### config.mk
export PLATFORM = sky130hd
export DESIGN_NAME = ex_mem_skid_stage_flat
export DESIGN_NICKNAME = d
export VERILOG_FILES = /design/src/rtl/ex_mem_skid_stage_if.sv /design/src/rtl/ex_mem_skid_stage.sv /design/src/flat_wrapper.sv
export SDC_FILE = /design/constraint.sdc
export NUM_CORES = 1
export LEC_CHECK = 0
export CORE_ASPECT_RATIO = 1.2
export CORE_MARGIN = 2
export CORE_UTILIZATION = 37
export CTS_CLUSTER_SIZE = 12
export DETAILED_ROUTE_END_ITERATION = 16
export PLACE_DENSITY_LB_ADDON = 0.1
export SYNTH_ARGS = -nofsm -noshare
export SYNTH_HDL_FRONTEND = slang
export SYNTH_SLANG_ARGS = --single-unit
### constraint.sdc
create_clock -name clk -period 4.2 [get_ports clk]
set_input_delay 0.42 -clock clk [delete_from_list [all_inputs] [get_ports clk]]
set_output_delay 0.42 -clock clk [all_outputs]
set_load 0.02 [all_outputs]
### src/rtl/ex_mem_skid_stage_if.sv
// -----------------------------------------------------------------------------
// ex_mem_skid_stage_if
// Valid/ready handshake bundle carrying one EX->MEM pipeline entry.
// The same interface type serves as the EX-side input and the MEM-side output
// of ex_mem_skid_stage.
//   master : drives valid and the payload, receives ready
//   slave  : receives valid and the payload, drives ready
// Payload fields (pipeline names in brackets):
//   reg_write [RegWrite], result_src [ResultSrc], mem_write [MemWrite],
//   funct3 [funct3], alu_result [ALUResult], write_data [WriteData],
//   rd [Rd], pc_plus4 [PCPlus4]
// -----------------------------------------------------------------------------
interface ex_mem_skid_stage_if #(
  parameter int DATA_WIDTH = 32,
  parameter int RD_WIDTH   = 5
);
  logic                  valid;
  logic                  ready;
  logic                  reg_write;
  logic [1:0]            result_src;
  logic                  mem_write;
  logic [2:0]            funct3;
  logic [DATA_WIDTH-1:0] alu_result;
  logic [DATA_WIDTH-1:0] write_data;
  logic [RD_WIDTH-1:0]   rd;
  logic [DATA_WIDTH-1:0] pc_plus4;

  modport master (
    output valid, reg_write, result_src, mem_write, funct3,
           alu_result, write_data, rd, pc_plus4,
    input  ready
  );

  modport slave (
    input  valid, reg_write, result_src, mem_write, funct3,
           alu_result, write_data, rd, pc_plus4,
    output ready
  );
endinterface

### src/rtl/ex_mem_skid_stage.sv
// -----------------------------------------------------------------------------
// ex_mem_skid_stage
// Elastic EX->MEM pipeline register with a 2-entry skid buffer and flush.
// MEM-side backpressure stalls EX without any combinational path from the
// MEM ready to the EX ready: ready toward EX depends only on stored state.
// Ports:
//   clk          clock
//   rst          synchronous reset, active-high (wins over flush)
//   flush_i      drop every held entry and the same-cycle input
//   ex_i         EX-side handshake + payload (slave: stage drives ready)
//   mem_o        MEM-side handshake + head payload (master)
//   stall_cnt_o  saturating count of cycles where EX is valid but blocked
// -----------------------------------------------------------------------------
module ex_mem_skid_stage #(
  parameter int DATA_WIDTH = 32,
  parameter int RD_WIDTH   = 5,
  parameter int CNT_WIDTH  = 16
) (
  input  logic                     clk,
  input  logic                     rst,
  input  logic                     flush_i,
  ex_mem_skid_stage_if.slave       ex_i,
  ex_mem_skid_stage_if.master      mem_o,
  output logic [CNT_WIDTH-1:0]     stall_cnt_o
);

  typedef enum logic [1:0] {
    ST_EMPTY = 2'd0,  // main invalid
    ST_ONE   = 2'd1,  // main valid, skid empty
    ST_FULL  = 2'd2   // main and skid valid
  } state_e;

  typedef struct packed {
    logic                  reg_write;
    logic [1:0]            result_src;
    logic                  mem_write;
    logic [2:0]            funct3;
    logic [DATA_WIDTH-1:0] alu_result;
    logic [DATA_WIDTH-1:0] write_data;
    logic [RD_WIDTH-1:0]   rd;
    logic [DATA_WIDTH-1:0] pc_plus4;
  } entry_t;

  localparam logic [CNT_WIDTH-1:0] CNT_MAX = {CNT_WIDTH{1'b1}};
  localparam logic [CNT_WIDTH-1:0] CNT_ONE = {{(CNT_WIDTH-1){1'b0}}, 1'b1};

  state_e               state_q, state_d;
  entry_t               main_q, main_d;   // head entry, visible on mem_o
  entry_t               skid_q, skid_d;   // second entry caught while MEM stalls
  logic [CNT_WIDTH-1:0] stall_q, stall_d;

  entry_t in_s;
  logic   ready_e_s;
  logic   valid_m_s;
  logic   acc_s;
  logic   pop_s;

  // Both handshake qualifiers come straight from the state flops.
  assign ready_e_s = (state_q != ST_FULL);
  assign valid_m_s = (state_q != ST_EMPTY);
  assign acc_s     = ex_i.valid & ready_e_s;
  assign pop_s     = valid_m_s & mem_o.ready;

  assign in_s.reg_write  = ex_i.reg_write;
  assign in_s.result_src = ex_i.result_src;
  assign in_s.mem_write  = ex_i.mem_write;
  assign in_s.funct3     = ex_i.funct3;
  assign in_s.alu_result = ex_i.alu_result;
  assign in_s.write_data = ex_i.write_data;
  assign in_s.rd         = ex_i.rd;
  assign in_s.pc_plus4   = ex_i.pc_plus4;

  // Next-state and entry movement; flush overrides every transition.
  always_comb begin
    state_d = state_q;
    main_d  = main_q;
    skid_d  = skid_q;
    if (flush_i) begin
      // Clearing the write enables guarantees a flushed entry can never write,
      // the remaining fields are left as don't-care.
      state_d          = ST_EMPTY;
      main_d.reg_write = 1'b0;
      main_d.mem_write = 1'b0;
      skid_d.reg_write = 1'b0;
      skid_d.mem_write = 1'b0;
    end else begin
      case (state_q)
        ST_EMPTY: begin
          if (acc_s) begin
            main_d  = in_s;
            state_d = ST_ONE;
          end else begin
            state_d = ST_EMPTY;
          end
        end
        ST_ONE: begin
          if (acc_s && pop_s) begin
            main_d  = in_s;
            state_d = ST_ONE;
          end else if (acc_s) begin
            skid_d  = in_s;
            state_d = ST_FULL;
          end else if (pop_s) begin
            state_d = ST_EMPTY;
          end else begin
            state_d = ST_ONE;
          end
        end
        ST_FULL: begin
          // ready_e is low here, so only the head can move.
          if (pop_s) begin
            main_d  = skid_q;
            state_d = ST_ONE;
          end else begin
            state_d = ST_FULL;
          end
        end
        default: begin
          state_d = ST_EMPTY;
        end
      endcase
    end
  end

  // Saturating backpressure counter; flushed cycles are not counted.
  always_comb begin
    stall_d = stall_q;
    if (ex_i.valid && !ready_e_s && !flush_i && (stall_q != CNT_MAX)) begin
      stall_d = stall_q + CNT_ONE;
    end else begin
      stall_d = stall_q;
    end
  end

  // State, entry and counter registers with synchronous reset.
  always_ff @(posedge clk) begin
    if (rst) begin
      state_q <= ST_EMPTY;
      main_q  <= '0;
      skid_q  <= '0;
      stall_q <= '0;
    end else begin
      state_q <= state_d;
      main_q  <= main_d;
      skid_q  <= skid_d;
      stall_q <= stall_d;
    end
  end

  assign ex_i.ready       = ready_e_s;
  assign mem_o.valid      = valid_m_s;
  // Write enables are gated by valid so bubbles never write.
  assign mem_o.reg_write  = main_q.reg_write & valid_m_s;
  assign mem_o.mem_write  = main_q.mem_write & valid_m_s;
  assign mem_o.result_src = main_q.result_src;
  assign mem_o.funct3     = main_q.funct3;
  assign mem_o.alu_result = main_q.alu_result;
  assign mem_o.write_data = main_q.write_data;
  assign mem_o.rd         = main_q.rd;
  assign mem_o.pc_plus4   = main_q.pc_plus4;
  assign stall_cnt_o      = stall_q;

endmodule
### src/flat_wrapper.sv
// flat-port wrapper written by rule: the top's interface ports become plain ports
module ex_mem_skid_stage_flat 
#(
  parameter int DATA_WIDTH = 32,
  parameter int RD_WIDTH   = 5,
  parameter int CNT_WIDTH  = 16
)
  (clk, rst, flush_i, stall_cnt_o, ex_i_valid, ex_i_reg_write, ex_i_result_src, ex_i_mem_write, ex_i_funct3, ex_i_alu_result, ex_i_write_data, ex_i_rd, ex_i_pc_plus4, ex_i_ready, mem_o_valid, mem_o_reg_write, mem_o_result_src, mem_o_mem_write, mem_o_funct3, mem_o_alu_result, mem_o_write_data, mem_o_rd, mem_o_pc_plus4, mem_o_ready);
  ex_mem_skid_stage_if #(.DATA_WIDTH(DATA_WIDTH), .RD_WIDTH(RD_WIDTH)) ex_i_i ();
  ex_mem_skid_stage_if #(.DATA_WIDTH(DATA_WIDTH), .RD_WIDTH(RD_WIDTH)) mem_o_i ();
  input  logic clk;
  input  logic rst;
  input  logic flush_i;
  output logic [CNT_WIDTH-1:0] stall_cnt_o;
  input wire logic [$bits(ex_i_i.valid)-1:0] ex_i_valid;
  input wire logic [$bits(ex_i_i.reg_write)-1:0] ex_i_reg_write;
  input wire logic [$bits(ex_i_i.result_src)-1:0] ex_i_result_src;
  input wire logic [$bits(ex_i_i.mem_write)-1:0] ex_i_mem_write;
  input wire logic [$bits(ex_i_i.funct3)-1:0] ex_i_funct3;
  input wire logic [$bits(ex_i_i.alu_result)-1:0] ex_i_alu_result;
  input wire logic [$bits(ex_i_i.write_data)-1:0] ex_i_write_data;
  input wire logic [$bits(ex_i_i.rd)-1:0] ex_i_rd;
  input wire logic [$bits(ex_i_i.pc_plus4)-1:0] ex_i_pc_plus4;
  output wire logic [$bits(ex_i_i.ready)-1:0] ex_i_ready;
  output wire logic [$bits(mem_o_i.valid)-1:0] mem_o_valid;
  output wire logic [$bits(mem_o_i.reg_write)-1:0] mem_o_reg_write;
  output wire logic [$bits(mem_o_i.result_src)-1:0] mem_o_result_src;
  output wire logic [$bits(mem_o_i.mem_write)-1:0] mem_o_mem_write;
  output wire logic [$bits(mem_o_i.funct3)-1:0] mem_o_funct3;
  output wire logic [$bits(mem_o_i.alu_result)-1:0] mem_o_alu_result;
  output wire logic [$bits(mem_o_i.write_data)-1:0] mem_o_write_data;
  output wire logic [$bits(mem_o_i.rd)-1:0] mem_o_rd;
  output wire logic [$bits(mem_o_i.pc_plus4)-1:0] mem_o_pc_plus4;
  input wire logic [$bits(mem_o_i.ready)-1:0] mem_o_ready;
  assign ex_i_i.valid = ex_i_valid;
  assign ex_i_i.reg_write = ex_i_reg_write;
  assign ex_i_i.result_src = ex_i_result_src;
  assign ex_i_i.mem_write = ex_i_mem_write;
  assign ex_i_i.funct3 = ex_i_funct3;
  assign ex_i_i.alu_result = ex_i_alu_result;
  assign ex_i_i.write_data = ex_i_write_data;
  assign ex_i_i.rd = ex_i_rd;
  assign ex_i_i.pc_plus4 = ex_i_pc_plus4;
  assign ex_i_ready = ex_i_i.ready;
  assign mem_o_valid = mem_o_i.valid;
  assign mem_o_reg_write = mem_o_i.reg_write;
  assign mem_o_result_src = mem_o_i.result_src;
  assign mem_o_mem_write = mem_o_i.mem_write;
  assign mem_o_funct3 = mem_o_i.funct3;
  assign mem_o_alu_result = mem_o_i.alu_result;
  assign mem_o_write_data = mem_o_i.write_data;
  assign mem_o_rd = mem_o_i.rd;
  assign mem_o_pc_plus4 = mem_o_i.pc_plus4;
  assign mem_o_i.ready = mem_o_ready;
  ex_mem_skid_stage #(.DATA_WIDTH(DATA_WIDTH), .RD_WIDTH(RD_WIDTH), .CNT_WIDTH(CNT_WIDTH)) u_core (.clk(clk), .rst(rst), .flush_i(flush_i), .ex_i(ex_i_i), .mem_o(mem_o_i), .stall_cnt_o(stall_cnt_o));
endmodule
==> results of run 1 <==
## worst reg2reg max path: cells and delay by family (launching register included)
kind                   cells  cell delay (ps)
buffers and inverters      1              510
muxes                      1              440
DFF                        1              490
and+or+nand+nor            1              640
AOI/OAI and AO/OA          1              110
## layout make-up
class / instances / area (µm²) / area share
diodes: 1 / 2.502 / 0.0001909
clock buffers: 38 / 777.0 / 0.05927
clock inverters: 7 / 63.81 / 0.004867
inverters: 4 / 20.02 / 0.001527
multi-input cells: 736 / 4567 / 0.3483
flip-flops and latches: 234 / 4684 / 0.3573
well taps: 379 / 474.2 / 0.03617
repair buffers: 248 / 2521 / 0.1923
## Yosys cell counts (5+ instances only)
library cell / n / area share
dfxtp_1: 234 / 0.45
mux2i_1: 112 / 0.11
nand2_1: 223 / 0.080
clkbuf_1: 60 / 0.021
nor2_1: 8 / 0.0029
buf_2: 37 / 0.018
and2_1: 6 / 0.0036
a211oi_1: 5 / 0.0036
a311oi_1: 106 / 0.088
buf_4: 115 / 0.082
o31ai_1: 5 / 0.0036
a21oi_1: 220 / 0.10
## flip-flops by register name, summed over array words and instances (netlist names)
signal                   count
u_core.mem_o.rd              5
u_core.main_q                2
u_core.mem_o.result_src      2
u_core.skid_q              108
u_core.mem_o.pc_plus4       32
u_core.mem_o.funct3          3
u_core.mem_o.alu_result     32
u_core.stall_cnt_o          16
u_core.mem_o.write_data     32
u_core.state_q               2
## per-stage QoR
step | instance area [µm²] | utilization | total power, µW
finish | 13110 | 0.4682 | 5322
global route | 13110 | 0.4682 | 5556
CTS | 13110 | 0.4681 | 5402
detailed placement | 12270 | 0.4381 | 3140
global placement | 12270 | 0.4381 | 3137
floorplan | 10520 | - | 2895
## path summary, 6_finish.rpt
kind                                               endpoint  slack (ps)  cells past startpoint
worst min-delay path                      u_core.skid_q[36]         430                      2
worst min register to register            u_core.skid_q[57]         450                      2
worst max-delay path                             ex_i_ready        1380                      2
worst max register to register  u_core.mem_o.write_data[28]        1840                      4
## kinds of logic (layout without fill, tap and decap cells)
kind of cell | after synthesis | in the layout
DFF | 234 | 234
AOI/OAI and AO/OA | 351 | 351
buffers and inverters | 216 | 297
adders and majority gates | 1 | 1
muxes | 114 | 114
and+or+nand+nor | 270 | 270
other | 0 | 1
## cell usage in the layout (no fill, tap or decap), drive strengths merged, types with 2 or more instances in the layout
master           n
nand4            5
or4              3
o21ai            2
mux2             2
o31ai            5
nor2             8
and4             4
o311ai           4
a211oi           5
clkbuf          38
mux2i          112
nor2b            4
and2             6
buf             11
clkdlybuf4s50  237
o41ai            4
a311oi         106
inv              4
and4bb           2
clkinv           6
or2              2
nand3            4
a21oi          220
or3              4
nand2          223
dfxtp          234
## layer usage
metal,GRT usage,part of all wire
met5,0,0
met4,0.03985,0.014
met3,0.03726,0.065
met2,0.2756,0.47
met1,0.2394,0.45
## power by group
| group | switching (µW) | internal, µW | total, µW |
|---|---|---|---|
| clock network | 901 | 1330 | 2240 |
| registers | 51.7 | 2310 | 2370 |
| logic | 381 | 340 | 720 |
| total | 1330 | 3990 | 5320 |
==> impl_metrics.yaml, run 1 <==
yosys:
  ys_warn_count: 0
  synthDistinctLibCells: 38
  synth_cells: 1186
  synth_top_family_by_area: "compound AO/OA/AOI/OAI gates"
  synth_fp_nets: 1300
  synth_ff_type: "dfxtp_1"
  synth_edf_count: 0
  synth-xor-area-share: 0
  synth_seq_cells: 234
  synth_mux_area_frac: 0.1087
  synth_adder_area_share: 0.001189
  async_reset_ff_frac: 0
  yosys.area_share.simple: 0.1092
  seq_area_frac_synth: 0.4452
  syn_area_per_cell_um2: 8.872
  syn_area_um2: 10520
  synth_compound_area_frac: 0.2133
floorplan:
  die-area_um2: 29810
  rows: 67
  start_util: 0.3758
  die_w_um: 157.9
  core_region_area_um2: 28000
  boundaryPins: 239
  die_y_um: 188.7
sta:
  fin_worst_skew_ps: 9.683
  rsz0062_at_grt: "no"
  tns_ps: 0
  layout_setup_ws_ps: 1382
  slew_headroom: 0.3957
  finalCritPeriodShare: 0.6709
  timing.fmax_mhz: 354.9
  hold_viol: 0
  max_slew.worst_pin.slew_ps: 906.4
  fin_crit_ps: 2818
  report.final.slew_viol_count: 0
  hold_ws_ps: 430.1
  final-setup-viol-count: 0
final_layout:
  nFillCells: 2751
  stdcell_count: 1647
  fin_nets: 1364
  post_route_cells_drive_above_1_share: 0.05051
  area_delta_synth_final_pct: 24.59
min_path:
  min_from: "rst"
  hp-class: "input port to register"
worst_setup_path:
  cp_top_family: "buffers and inverters"
  critPathRequiredTime_ps: 3780
  worstSetupStartpointType: "register"
  cpMaxStageDelayCell: "clkdlybuf4s50_1"
  criticalPathCategory: "register to output pin"
  path_cells: "nand2b_4 > clkdlybuf4s50_1"
  worstSetupEndpointType: "output pin"
  crit_arrival_ps: 2400
  slowest_delay_ps: 730
  r2r_start: "u_core.state_q[0]"
  critPathBufInv: 1
  cp_max_fo: 33
  timing.critical_path.from: "u_core.state_q[0]"
clock_tree:
  insertion_delay_ps: 520
  ctsHoldBuffers: 0
  htree_levels: 1
  cts_setup_buffers: 0
  clkTransAtPathRegs_ps: 60
  cts_made_buffers: 26
  root_buffer: "clkbuf_16"
  cts_tree: "yes"
  cts_resized: 0
  cts_buffer_depth: 3
  cts_sinks: 234
route:
  post_drt_wl_per_cell_um: 16.53
  dr.pass1.iters: 5
  drc_errors: 0
  drtAntennaViolNets: 0
  vias: 8393
  drt-initial-drc-count: 532
  via_per_inst: 5.096
  routed_wl_mm: 27.23
run_status:
  status: "finished, final reports clean"
placed_design:
  dpl.hpwl_mm: 16.18
  port_buffers: 238
  gp_congestion: 0.7507
  preCtsSetupSlack_ps: 1469
  dp.cells: 1601
global_route:
  grt_max_degree: 160
  grt_pass1_vias: 7587
  grt_usage: 0.1730
  grt_pass1_wl_mm: 42.21
  overflow: 0
  antenna_found_initial: 1
power:
  vdd_ir_drop_max_mv: 0.2258
  cellPowerDensity_nw_per_um2: 405.9
  p_leak_uw: 0.005045
job:
  drv_cap: 0
No activity file was read; power rests on OpenSTA's default activity.
==> run 2: changes to the inputs <==
clock period = 2.7 ns   (was 4.2 ns; I/O delays follow)
==> run 2 against run 1 <==
  * Total power is 58% higher
  * Setup slack worse by 1100 ps
  * Design area is 1.3% higher
  * Die area is the same
  * Wire length about the same
  * Combinational power is 60% higher
  * Hold slack worse by 320 ps
  * Clock power up 59%
  * Sequential share of layout area decreased by 0.47 points
  * Flip-flop and latch count is the same
  * Clock-buffer cell count is 2 higher
  * Clock skew decreased by 2.2 ps
  * Largest power group unchanged
==> impl_metrics.yaml, run 2 (synthesized netlist as in run 1, its figures left out) <==
run_status:
  status: "finished, final reports clean"
sta:
  max_slew.worst_pin.slew_ps: 785.3
  fin_crit_ps: 2378
  final-setup-viol-count: 0
  hold_viol: 0
  finalCritPeriodShare: 0.8806
  timing.fmax_mhz: 420.6
  fin_worst_skew_ps: 7.454
  slew_headroom: 0.4765
  rsz0062_at_grt: "no"
  report.final.slew_viol_count: 0
  tns_ps: 0
worst_setup_path:
  worstReg2RegEnd: "u_core.stall_cnt_o[10]"
  r2r_cells: 4
  rrSetupSlack_ps: 760
  timing.critical_path.from: "u_core.state_q[0]"
  crit_arrival_ps: 2110
  cp_max_fo: 16
  criticalPathCategory: "register to output pin"
  r2r_start: "u_core.state_q[1]"
  worstSetupStartpointType: "register"
  worstSetupEndpointType: "output pin"
  critPathRequiredTime_ps: 2430
clock_tree:
  cts_resized: 0
  ctsHoldBuffers: 0
  cts_setup_buffers: 0
  cts_tree: "yes"
  cts_made_buffers: 26
  root_buffer: "clkbuf_16"
  htree_levels: 1
  cts_sinks: 234
  cts_buffer_depth: 3
  insertion_delay_ps: 520
  clkTransAtPathRegs_ps: 60
floorplan:
  die_y_um: 188.7
  rows: 67
  boundaryPins: 239
  die_w_um: 157.9
  die-area_um2: 29810
  start_util: 0.3758
  core_region_area_um2: 28000
final_layout:
  layout_commonest_cell: "clkdlybuf4s50_1"
  largest_reg_flops: 108
  seq_area_um2: 4684
  nFillCells: 2768
  area_delta_synth_final_pct: 26.24
  layout_common_cells: "237 x clkdlybuf4s50_1, 234 x dfxtp_1, 222 x nand2_1, 220 x a21oi_1, 112 x mux2i_1"
  stdcell_area_um2: 13280
  regMostFlops: "u_core.skid_q"
  antenna_cells: 0
  fin_nets: 1373
  post_route_cells_drive_above_1_share: 0.05795
  multi_input_area_um2: 4567
route:
  via_per_inst: 5.106
  post_drt_wl_per_cell_um: 16.44
  routed_wl_mm: 27.23
  drc_errors: 0
  dr.pass1.iters: 4
  drtAntennaViolNets: 0
  drt-initial-drc-count: 524
  vias: 8455
power:
  p_sw_frac: 0.2506
  vdd_ir_drop_max_mv: 0.3421
  p_sw_uw: 2102
  power_frac_clock: 0.424
  power_frac_seq: 0.439
  combPwrFrac: 0.137
  cellPowerDensity_nw_per_um2: 631.4
  p_int_uw: 6285
  p_leak_uw: 0.005128
min_path:
  hold_end: "u_core.stall_cnt_o[11]"
  min_from: "rst"
  holdPathStages: 2
  hp-class: "input port to register"
placed_design:
  dpl_cell_area_um2: 12420
  port_buffers: 238
  gp_congestion: 0.7445
  dpl.hpwl_mm: 16.87
job:
  drv_cap: 0
global_route:
  grt_pass1_vias: 7884
  grt_usage: 0.1783
  antenna_found_initial: 0
  grt_max_degree: 123
  grt_pass1_wl_mm: 43.44
  overflow: 0
-- run 2: cell types whose count changed in the layout (fill, tap and decap cells not counted), sizes merged --
cell      delta
buf          +9
clkbuf       +2
clkinv       -2
clkinvlp     +1
diode        -1
-- run 2: worst max path at each step --
| stage | depth (start not counted) | slack (ps) | endpoint |
|---|---|---|---|
| finish | 2 | 320 | ex_i_ready |
| detailed placement | 5 | 450 | u_core.stall_cnt_o[15] |
| global route | 2 | 220 | ex_i_ready |
| floorplan | 4 | 990 | u_core.stall_cnt_o[15] |
| global placement | 5 | 460 | u_core.stall_cnt_o[15] |
| CTS | 2 | 280 | ex_i_ready |
-- run 2: metal layers --
| metal | wire (µm) | vias to the layer above | share of wire | GRT usage |
|---|---|---|---|---|
| met4 | 310 | 0 | 0.011 | 0.03604 |
| li1 | - | 4301 | - | - |
| met1 | 12740 | 3941 | 0.47 | 0.2483 |
| met2 | 12660 | 189 | 0.47 | 0.2865 |
| met5 | 0 | - | 0 | 0 |
| met3 | 1517 | 24 | 0.056 | 0.03588 |
-- run 2: worst max-delay path, stage by stage (launching register included) --
cell and delay, ps:
dfxtp_1 490, nand2b_4 410, clkdlybuf4s50_1 680
-- run 2: layout make-up --
class,instances,share of cell area
tap,379,0.03570
inverter,4,0.001507
clock buffer,40,0.06056
multi-input combinational,736,0.3438
clock inverter,6,0.004333
timing repair buffer,257,0.2015
sequential,234,0.3526
-- run 2: stage by stage --
step                  util  setup WS [ps]  total power (µW)  cells  hold WS (ps)
floorplan                -          990.9              4503   1186         342.8
global placement    0.4437          457.6              4910   1610         440.4
detailed placement  0.4437          446.8              4915   1610         445.6
CTS                 0.4744          277.7              8503   1656         89.27
global route        0.4744          216.3              8740   1656         102.8
finish              0.4744          322.4              8387   1656         107.8
-- run 2: power groups by stage --
stage	clock network [µW]	logic [µW]	registers (µW)
after floorplan	0	772	3730
after global placement	0	1160	3750
after detailed placement	0	1160	3750
after CTS	3660	1170	3680
after global routing	3800	1250	3690
final	3560	1150	3680
==> run 3: changes to the inputs <==
CAP_MARGIN = 20   (was unset)
==> results of run 3 <==
Final layout, timing and power as in run 2 (identical DEF).
==> variant, RTL diff (settings of run 3) <==
`CNT_WIDTH` is set to 16 in 2 places; all go to 24.
--- a/src/rtl/ex_mem_skid_stage.sv
+++ b/src/rtl/ex_mem_skid_stage.sv
@@ -14,7 +14,7 @@
 module ex_mem_skid_stage #(
   parameter int DATA_WIDTH = 32,
   parameter int RD_WIDTH   = 5,
-  parameter int CNT_WIDTH  = 16
+  parameter int CNT_WIDTH  = 24
 ) (
   input  logic                     clk,
   input  logic                     rst,
--- a/src/flat_wrapper.sv
+++ b/src/flat_wrapper.sv
@@ -3,7 +3,7 @@
 #(
   parameter int DATA_WIDTH = 32,
   parameter int RD_WIDTH   = 5,
-  parameter int CNT_WIDTH  = 16
+  parameter int CNT_WIDTH  = 24
 )
   (clk, rst, flush_i, stall_cnt_o, ex_i_valid, ex_i_reg_write, ex_i_result_src, ex_i_mem_write, ex_i_funct3, ex_i_alu_result, ex_i_write_data, ex_i_rd, ex_i_pc_plus4, ex_i_ready, mem_o_valid, mem_o_reg_write, mem_o_result_src, mem_o_mem_write, mem_o_funct3, mem_o_alu_result, mem_o_write_data, mem_o_rd, mem_o_pc_plus4, mem_o_ready);
   ex_mem_skid_stage_if #(.DATA_WIDTH(DATA_WIDTH), .RD_WIDTH(RD_WIDTH)) ex_i_i ();
Interface: changed (resized stall_cnt_o); port bits go from 239 to 247. The function was not compared with the original's and may differ.
==> variant against run 3 <==
Design area increased by 1.1%; sequential cell count grew 8; combinational power decreased by 9%; setup slack improved by 180 ps; area after synthesis about the same; power decreased by 2.6%; wire length decreased by 3.9%; global-route usage is 0.91 points lower; critical endpoint is now u_core.stall_cnt_o[23]$_SDFFE_PP0P_; largest power group unchanged.
==> variant: results (changes against run 3) <==
outcome:
  status: "complete, no violations"
sta:
  relSlewSlack_pct: 40.8  # -6.8 points
  fin_skew_ps: 7.80  # +0.345 ps
  whs_ps: 332  # +224 ps
  timing.final.crit_share_pct: 81.4  # -6.6 points
hold_path:
  min_path_cells: 3  # +1
  whs_endpoint: "u_core.skid_q[68]$_SDFFE_PP0P_"
  min_from: "ex_i_write_data[31]"
placement:
  placed_cell_area_sq_um: 12600  # +1.8%
  gp_congestion: 0.782  # +5.0%
  portBuffers: 246  # +3.4%
  dp_cells: 1668  # +3.6%
  dp_hpwl_mm: 16.8  # -0.59%
  dp_slack_ps: 296  # -151 ps
layout:
  drive_gt1_share_pct: 5.69  # -0.10 points
  nFillCells: 2793  # +0.90%
  nets: 1431  # +4.2%
  instances_no_fill: 1715  # +3.6%
  largest_register_ffs: 108  # unchanged
yosys:
  syn_nets: 1331  # +2.4%
  yosys-top-cells-count: "dfxtp_1, nand2_1, nor2_1"
  synth_cell_types: 44  # +16%
  seq_area_frac_synth_pct: 46.0  # +1.5 points
  synthCells: 1217  # +2.6%
  ys_top_cells_by_area: "dfxtp_1, mux2i_1, a211oi_1"
  async_flop_share_pct: 0  # unchanged
route:
  drtIter0Drc: 332  # -37%
  viasPerCell: 4.80  # -6.0%
  routedWlPerCell_um: 15.2  # -7.3%
critical_path:
  r2r_end: "u_core.stall_cnt_o[23]$_SDFFE_PP0P_"
  path_max_fanout: 6  # -10
  ff2ff_path_depth: 5  # +1
  reg2reg_slack_ps: 500  # -260 ps
  end_kind: "flop"
  arrival_ps: 2600  # +490 ps
  setup.worst_path.start: "u_core.stall_cnt_o[8]$_SDFFE_PP0P_"
grt:
  antenna_found_initial: 3  # +3
  grt_use_total_pct: 16.9  # -0.91 points
  grt_pass1_vias: 7535  # -4.4%
  grt_max_degree: 125  # +1.6%
  grt_pass1_wl_mm: 41.2  # -5.3%
clocking:
  clockBufferDepth: 3  # unchanged
  cts_setup_buffers: 0  # unchanged
pwr:
  ir_worst_vdd_mv: 0.397  # +16%
  leakagePower_nw: 5.33  # +3.9%
==> variant: logic make-up after synthesis <==
| logic type | after synthesis | share of synthesized area (%) |
|---|---|---|
| flip-flops | 242 | 46.0 |
| buffers and inverters | 200 | 11.1 |
| XOR/XNOR | 16 | 1.33 |
| multiplexers | 114 | 10.9 |
| AND/OR/NAND/NOR | 400 | 15.7 |
| adder cells (fa/ha/maj) | 1 | 0.119 |
| AO/OA/AOI/OAI | 244 | 14.9 |
==> variant: cell type report <==
type	instances	area, sq um	share of cell area (%)
timing repair buffer	269	2780	20.7
multi-input combinational	775	4540	33.8
clock inverter	6	30.0	0.224
tap	379	474	3.53
clock buffer	40	754	5.62
inverter	3	11.3	0.0838
antenna	1	2.50	0.0186
sequential	242	4840	36.1
==> variant: layer usage <==
| metal | GRT usage (%) | vias up | routed length [um] |
|---|---|---|---|
| li1 | - | 4262 | - |
| met5 | 0 | - | 9 |
| met2 | 26.8 | 196 | 11900 |
| met1 | 23.2 | 3745 | 12000 |
| met3 | 4.53 | 25 | 1890 |
| met4 | 3.47 | 2 | 342 |
==> variant: power breakdown <==
| part | leakage (nW) | internal, mW | total (mW) | switching (mW) |
|---|---|---|---|---|
| sequential | 1.97 | 3.72 | 3.80 | 0.0823 |
| combinational | 2.96 | 0.520 | 1.05 | 0.530 |
| clock | 0.390 | 1.91 | 3.32 | 1.40 |
| total | 5.33 | 6.15 | 8.17 | 2.02 |
==> variant: worst max-delay path: stages, from the launching register on <==
cell and delay (ps):
dfxtp_1 470, nand4_2 200, or4_1 710, a2111oi_4 400, a21oi_1 120, a31o_1 190
